[src/rtl/aes_key_expansion_ctrl.sv]
// AES-128 key-schedule sequencer: steps the external KeySchedule core through NUM_ROUNDS rounds and banks round keys 0..NUM_ROUNDS.
// Optional build macro AES_KEY_REUSE_EN: a start with the key of the last completed run skips expansion.
module aes_key_expansion_ctrl #(
  parameter int NUM_ROUNDS     = 10,
  parameter int TIMEOUT_CYCLES = 32
) (
  input  logic         clk,
  input  logic         rst_n,
  input  logic         start,
  input  logic [127:0] cipher_key,
  output logic         busy,
  output logic         done,
  output logic         err,
  input  logic [3:0]   rk_rd_idx,
  output logic [127:0] rk_rd_data,
  output logic         rk_valid,
  output logic         ks_en,
  output logic         ks_sel,
  output logic [7:0]   ks_rcon,
  output logic [127:0] ks_key_in,
  input  logic         ks_key_flag,
  input  logic [127:0] ks_key
);
  localparam int DEPTH = NUM_ROUNDS + 1;
  localparam int TW    = $clog2(TIMEOUT_CYCLES + 1);

  typedef enum logic [2:0] {S_IDLE, S_LOAD, S_ISSUE, S_WAIT, S_CAPTURE, S_FIN} state_t;

  state_t           state_reg;
  logic [3:0]       round_reg;
  logic [TW-1:0]    timer_reg;
  logic [DEPTH-1:0] valid_reg;
  logic [127:0]     bank_reg [DEPTH];

  logic         start_full;
  logic         reuse_hit;
  logic         capture;
  logic         bank_we;
  logic [3:0]   bank_waddr;
  logic [127:0] bank_wdata;

  function automatic logic [7:0] rcon_of(input logic [3:0] r);
    case (r)
      4'd1:    return 8'h01;
      4'd2:    return 8'h02;
      4'd3:    return 8'h04;
      4'd4:    return 8'h08;
      4'd5:    return 8'h10;
      4'd6:    return 8'h20;
      4'd7:    return 8'h40;
      4'd8:    return 8'h80;
      4'd9:    return 8'h1b;
      4'd10:   return 8'h36;
      default: return 8'h00;
    endcase
  endfunction

`ifdef AES_KEY_REUSE_EN
  // All valid bits set only after a completed run, and bank[0] still holds that run's key.
  assign reuse_hit = start && (state_reg == S_IDLE) && (&valid_reg) && (cipher_key == bank_reg[0]);
`else
  assign reuse_hit = 1'b0;
`endif

  assign start_full = start && (state_reg == S_IDLE) && !reuse_hit;
  assign capture    = (state_reg == S_WAIT) && ks_key_flag;
  assign bank_we    = start_full || capture;
  assign bank_waddr = start_full ? 4'd0 : round_reg;
  assign bank_wdata = start_full ? cipher_key : ks_key;
  assign ks_sel     = 1'b0;

  always_ff @(posedge clk or negedge rst_n) begin
    if (!rst_n) begin
      for (int i = 0; i < DEPTH; i++) bank_reg[i] <= '0;
    end else if (bank_we) begin
      bank_reg[bank_waddr] <= bank_wdata;
    end
  end

  always_ff @(posedge clk or negedge rst_n) begin
    if (!rst_n) begin
      state_reg <= S_IDLE;
      round_reg <= '0;
      timer_reg <= '0;
      valid_reg <= '0;
      busy      <= 1'b0;
      done      <= 1'b0;
      err       <= 1'b0;
      ks_en     <= 1'b0;
      ks_rcon   <= 8'h01;
      ks_key_in <= '0;
    end else begin
      done <= 1'b0;
      case (state_reg)
        S_IDLE: begin
          if (start_full) begin
            ks_key_in <= cipher_key;
            round_reg <= 4'd1;
            valid_reg <= DEPTH'(1);
            err       <= 1'b0;
            busy      <= 1'b1;
            state_reg <= S_LOAD;
          end else if (reuse_hit) begin
            err       <= 1'b0;
            done      <= 1'b1;
            state_reg <= S_FIN;
          end
        end
        // ks_en is low here so the core is back in its own idle before the first round.
        S_LOAD: begin
          ks_en     <= 1'b1;
          ks_rcon   <= rcon_of(round_reg);
          state_reg <= S_ISSUE;
        end
        S_ISSUE: begin
          timer_reg <= '0;
          state_reg <= S_WAIT;
        end
        // A flag arriving on the timeout cycle is still captured.
        S_WAIT: begin
          if (ks_key_flag) begin
            valid_reg[round_reg] <= 1'b1;
            ks_key_in            <= ks_key;
            ks_en                <= 1'b0;
            state_reg            <= S_CAPTURE;
          end else if (timer_reg == TW'(TIMEOUT_CYCLES - 1)) begin
            err       <= 1'b1;
            ks_en     <= 1'b0;
            busy      <= 1'b0;
            state_reg <= S_IDLE;
          end else begin
            timer_reg <= timer_reg + 1'b1;
          end
        end
        S_CAPTURE: begin
          if (round_reg == 4'(NUM_ROUNDS)) begin
            done      <= 1'b1;
            busy      <= 1'b0;
            state_reg <= S_FIN;
          end else begin
            round_reg <= round_reg + 4'd1;
            ks_en     <= 1'b1;
            ks_rcon   <= rcon_of(round_reg + 4'd1);
            state_reg <= S_ISSUE;
          end
        end
        S_FIN:   state_reg <= S_IDLE;
        default: state_reg <= S_IDLE;
      endcase
    end
  end

  always_comb begin
    rk_rd_data = '0;
    rk_valid   = 1'b0;
    if (rk_rd_idx < 4'(DEPTH)) begin
      rk_rd_data = bank_reg[rk_rd_idx];
      rk_valid   = valid_reg[rk_rd_idx];
    end
  end

endmodule
[config.mk]
export PLATFORM = sky130hd
export DESIGN_NAME = aes_key_expansion_ctrl
export DESIGN_NICKNAME = d
export VERILOG_FILES = /design/src/rtl/aes_key_expansion_ctrl.sv
export SDC_FILE = /design/constraint.sdc
export NUM_CORES = 2
export LEC_CHECK = 0
export CAP_MARGIN = 15
export CORE_ASPECT_RATIO = 1.75
export CORE_MARGIN = 5
export CORE_UTILIZATION = 35
export CTS_BUF_LIST = sky130_fd_sc_hd__clkbuf_8
export DETAILED_ROUTE_END_ITERATION = 10
export PLACE_DENSITY = 0.54
export SLEW_MARGIN = 5
export SYNTH_ARGS = -nofsm -noshare
export SYNTH_HDL_FRONTEND = slang
export SYNTH_SLANG_ARGS = --single-unit
[constraint.sdc]
create_clock -name clk -period 4.8 [get_ports clk]
set_input_delay 1.44 -clock clk [delete_from_list [all_inputs] [get_ports clk]]
set_output_delay 1.44 -clock clk [all_outputs]
set_load 0.005 [all_outputs]
==> results.md <==
- Outcome: complete, but fails checks
- Failing checks: setup timing
- Initial antenna violation count: 5
- Share of cells above drive strength 1: 0.209
- Cells after Synth: between 6k and 7k
- Synth Cell Area: 0.0737 mm2
- Number of buffers inserted by port buffering: between 500 and 600
- H-tree depth: 4
- Final worst slack: -0.0725 ns
- Placed cells: between 9k and 10k
- Crit. End Element: primary output
- Crit share post-route: 1.02
- Worst endpoint data arrival time: 3.43 ns
- MaxCap Viol Count: 0
- Slew headroom: 0.396
- Vias: 54.1k
- Internal Power: 29,600 uW
- Initial DRC count: roughly 3.2k
- Average wire per standard cell: 23.9 um
- Count of boundary I/O pins: between 500 and 600
- Async S/R FF share, synth: 1.00
- Nets: 7,633
- Switching Share: 0.337
- Seq pwr share: 0.432
- Final setup fails: 3
- P&R area growth vs syn: 23.2%
- Vias per inst: around 5.2
- Vias in the first global route: 57.3k
- Combinational power share: 0.305
- CTS root buf: clkbuf_8
- Gpl congestion: 0.815
- Slew @ Worst Pin: 0.906 ns
- Yosys reg bits: 1,572
- Clock slew at reported path FFs: 0.07 ns
- Slew Limit Fails: 0
- Syn Nets: 6,913
- Clock skew: approximately 0.066 ns
- Clock Sinks: 1,572
- Clk Latency, worst-skew pair: between 1 and 1.5 ns
- Die width: 357 um
- Fin. Hold Viols: 0
- Core Footprint: 0.209 mm2
- Clock share of power: 0.264
- Top_reg_cell synth: dfrtp_1
- DP Wirelength: 163,000 um
- Largest net degree at the start of global routing: 125
- CTS tree: done
- First-pass GRT wire length: about 370,000 um
- DR pass1 iterations: 7
- Max frequency: 205 MHz
- Die ar.: between 0.2 and 0.25 mm2
- Hold Crit Class: in2async
- Final min period: 4.87 ns
- Post-Layout Cell Count: 10.3k
- Avg Inst Size Synth: 11.1 um2
- DP Worst Slack: -0.596 ns
- Post-layout util: 0.434
- Critical path type: in2out
- GR Overflow Total: 0
- P per Cell Area: 493 mW/mm2
- Synth Warn #: 0
- Unrepaired setup endpoints after global routing: true
- Antenna-violating nets left: 0
- Worst vdd ir: around 0.00036 V
- Sequential share of the synthesized area: 0.534
- Most common cell after layout, fill and taps aside: dfrtp_1
- CP Launch Type: input port
- Required time of the critical path: 3.36 ns
- TritonCTS Buffers: between 200 and 250
- Worst Path Max Fanout: 10
- GRT Total Usage: 0.220
- Leak: 0.0425 uW
- Unique masters post-synth: 64
- Initial Util: 0.352
- Max reg flops: 1,408
- Die Y: 617 um
- CTS max path bufs: 4
- NetSw: roughly 15,000 uW
- Drt drc: 0
- Routed WL: 247,000 um
- Post-synth EDFFs: 0
- Most frequent cells in the layout: dfrtp_1, nand2_1, nor2_1, a21oi_1, o21ai_0
- Row count: 222
==> per-layer routing <==
metal / part of all wire / up-vias / GRT usage / wire length (um)
met5: 0 / - / 0 / 0
li1: - / 24600 / - / -
met1: 0.41 / 27500 / 0.278 / 102000
met3: 0.052 / 390 / 0.0352 / 12900
met2: 0.50 / 1600 / 0.387 / 124000
met4: 0.031 / 0 / 0.0670 / 7640
==> cells in the mapped netlist (7+ instances only) <==
cell type / count / area, um2
and2_0: 118 / 738
and2_1: 11 / 68.8
clkbuf_1: 227 / 852
a221oi_1: 132 / 1160
nor2b_1: 7 / 43.8
nand2_1: 909 / 3410
mux2_2: 195 / 2200
mux2_1: 127 / 1430
mux4_2: 129 / 2910
mux2i_1: 394 / 3940
mux2_4: 318 / 4770
a21oi_2: 27 / 236
nor2_1: 801 / 3010
a21oi_1: 627 / 3140
buf_6: 120 / 1350
ha_1: 10 / 125
a31oi_1: 144 / 901
inv_1: 8 / 30.0
dfrtp_1: 1571 / 39300
buf_1: 16 / 60.1
buf_2: 148 / 741
nand3_1: 10 / 50.1
o21ai_0: 517 / 2590
==> cell type report <==
class / count / area (um2)
fill: 19900 / 118000
sequential: 1572 / 39300
multi-input combinational: 4543 / 31600
timing repair buffer: 992 / 11200
clock buffer: 302 / 4160
tap: 2800 / 3500
clock inverter: 121 / 812
inverter: 8 / 35.0
antenna: 4 / 10.0
==> final timing paths <==
path	depth (start not counted)	slack, ns	to	from
max	9	-0.07	rk_rd_data[36]	rk_rd_idx[0]
min reg2reg	2	0.48	bank_reg[1181]	bank_reg[1181]
max in group asynchronous	2	3.13	bank_reg[1107]	rst_n
min	1	0.47	bank_reg[134]	rst_n
min in group clk	2	0.48	bank_reg[1181]	bank_reg[1181]
max reg2reg	6	1.85	bank_reg[88]	state_reg[1]
==> logic make-up after synthesis <==
kind of cell               count (synthesis)  synth area share
adders and majority gates                 10           0.00170
AOI/OAI and AO/OA                       1475             0.112
and+or+nand+nor                         1891             0.103
xor gates and xnor gates                   3          0.000357
DFF                                     1572             0.534
buffers and inverters                    524            0.0417
other                                      1         0.0000509
muxes                                   1163             0.207
==> through the flow <==
stage | power [uW] | TNS (ns) | hold slack, ns | cell area, um2
finish | 44700 | -0.178 | 0.472 | 90700
CTS | 45200 | -1.48 | 0.366 | 90100
detailed placement | 33100 | -47.83 | 0.469 | 84100
global route | 47500 | -0.380 | 0.408 | 90700
floorplan | 27100 | 0 | 0.448 | 73700
global placement | 32700 | -45.67 | 0.460 | 84100
==> power by group through the flow <==
| stage | Clock [uW] | Sequential (uW) | Combinational (uW) |
|---|---|---|---|
| after floorplan | 0 | 18900 | 8210 |
| after global placement | 0 | 19300 | 13300 |
| after detailed placement | 0 | 19500 | 13600 |
| after CTS | 12100 | 19300 | 13700 |
| after global routing | 12700 | 19800 | 15000 |
| final | 11800 | 19300 | 13600 |
==> critical path: stages <==
cell and delay, ns:
bufbuf_16 0.27, buf_4 0.11, nor2b_4 0.21, buf_4 0.17, bufbuf_16 0.30, a21oi_2 0.10, o21ai_0 0.17, buf_4 0.15
clkdlybuf4s50_1 0.50
==> timing repair <==
action | 4_1_cts | 5_1_grt
resized for setup | 263 | 83
hold buffers | 0 | 0
buffers inserted | 34 | 32
endpoints found under the setup margin | 129 | 46
pin swaps | 4 | 20
gates cloned | 16 | 4
Power figures use the tool's default switching activity.
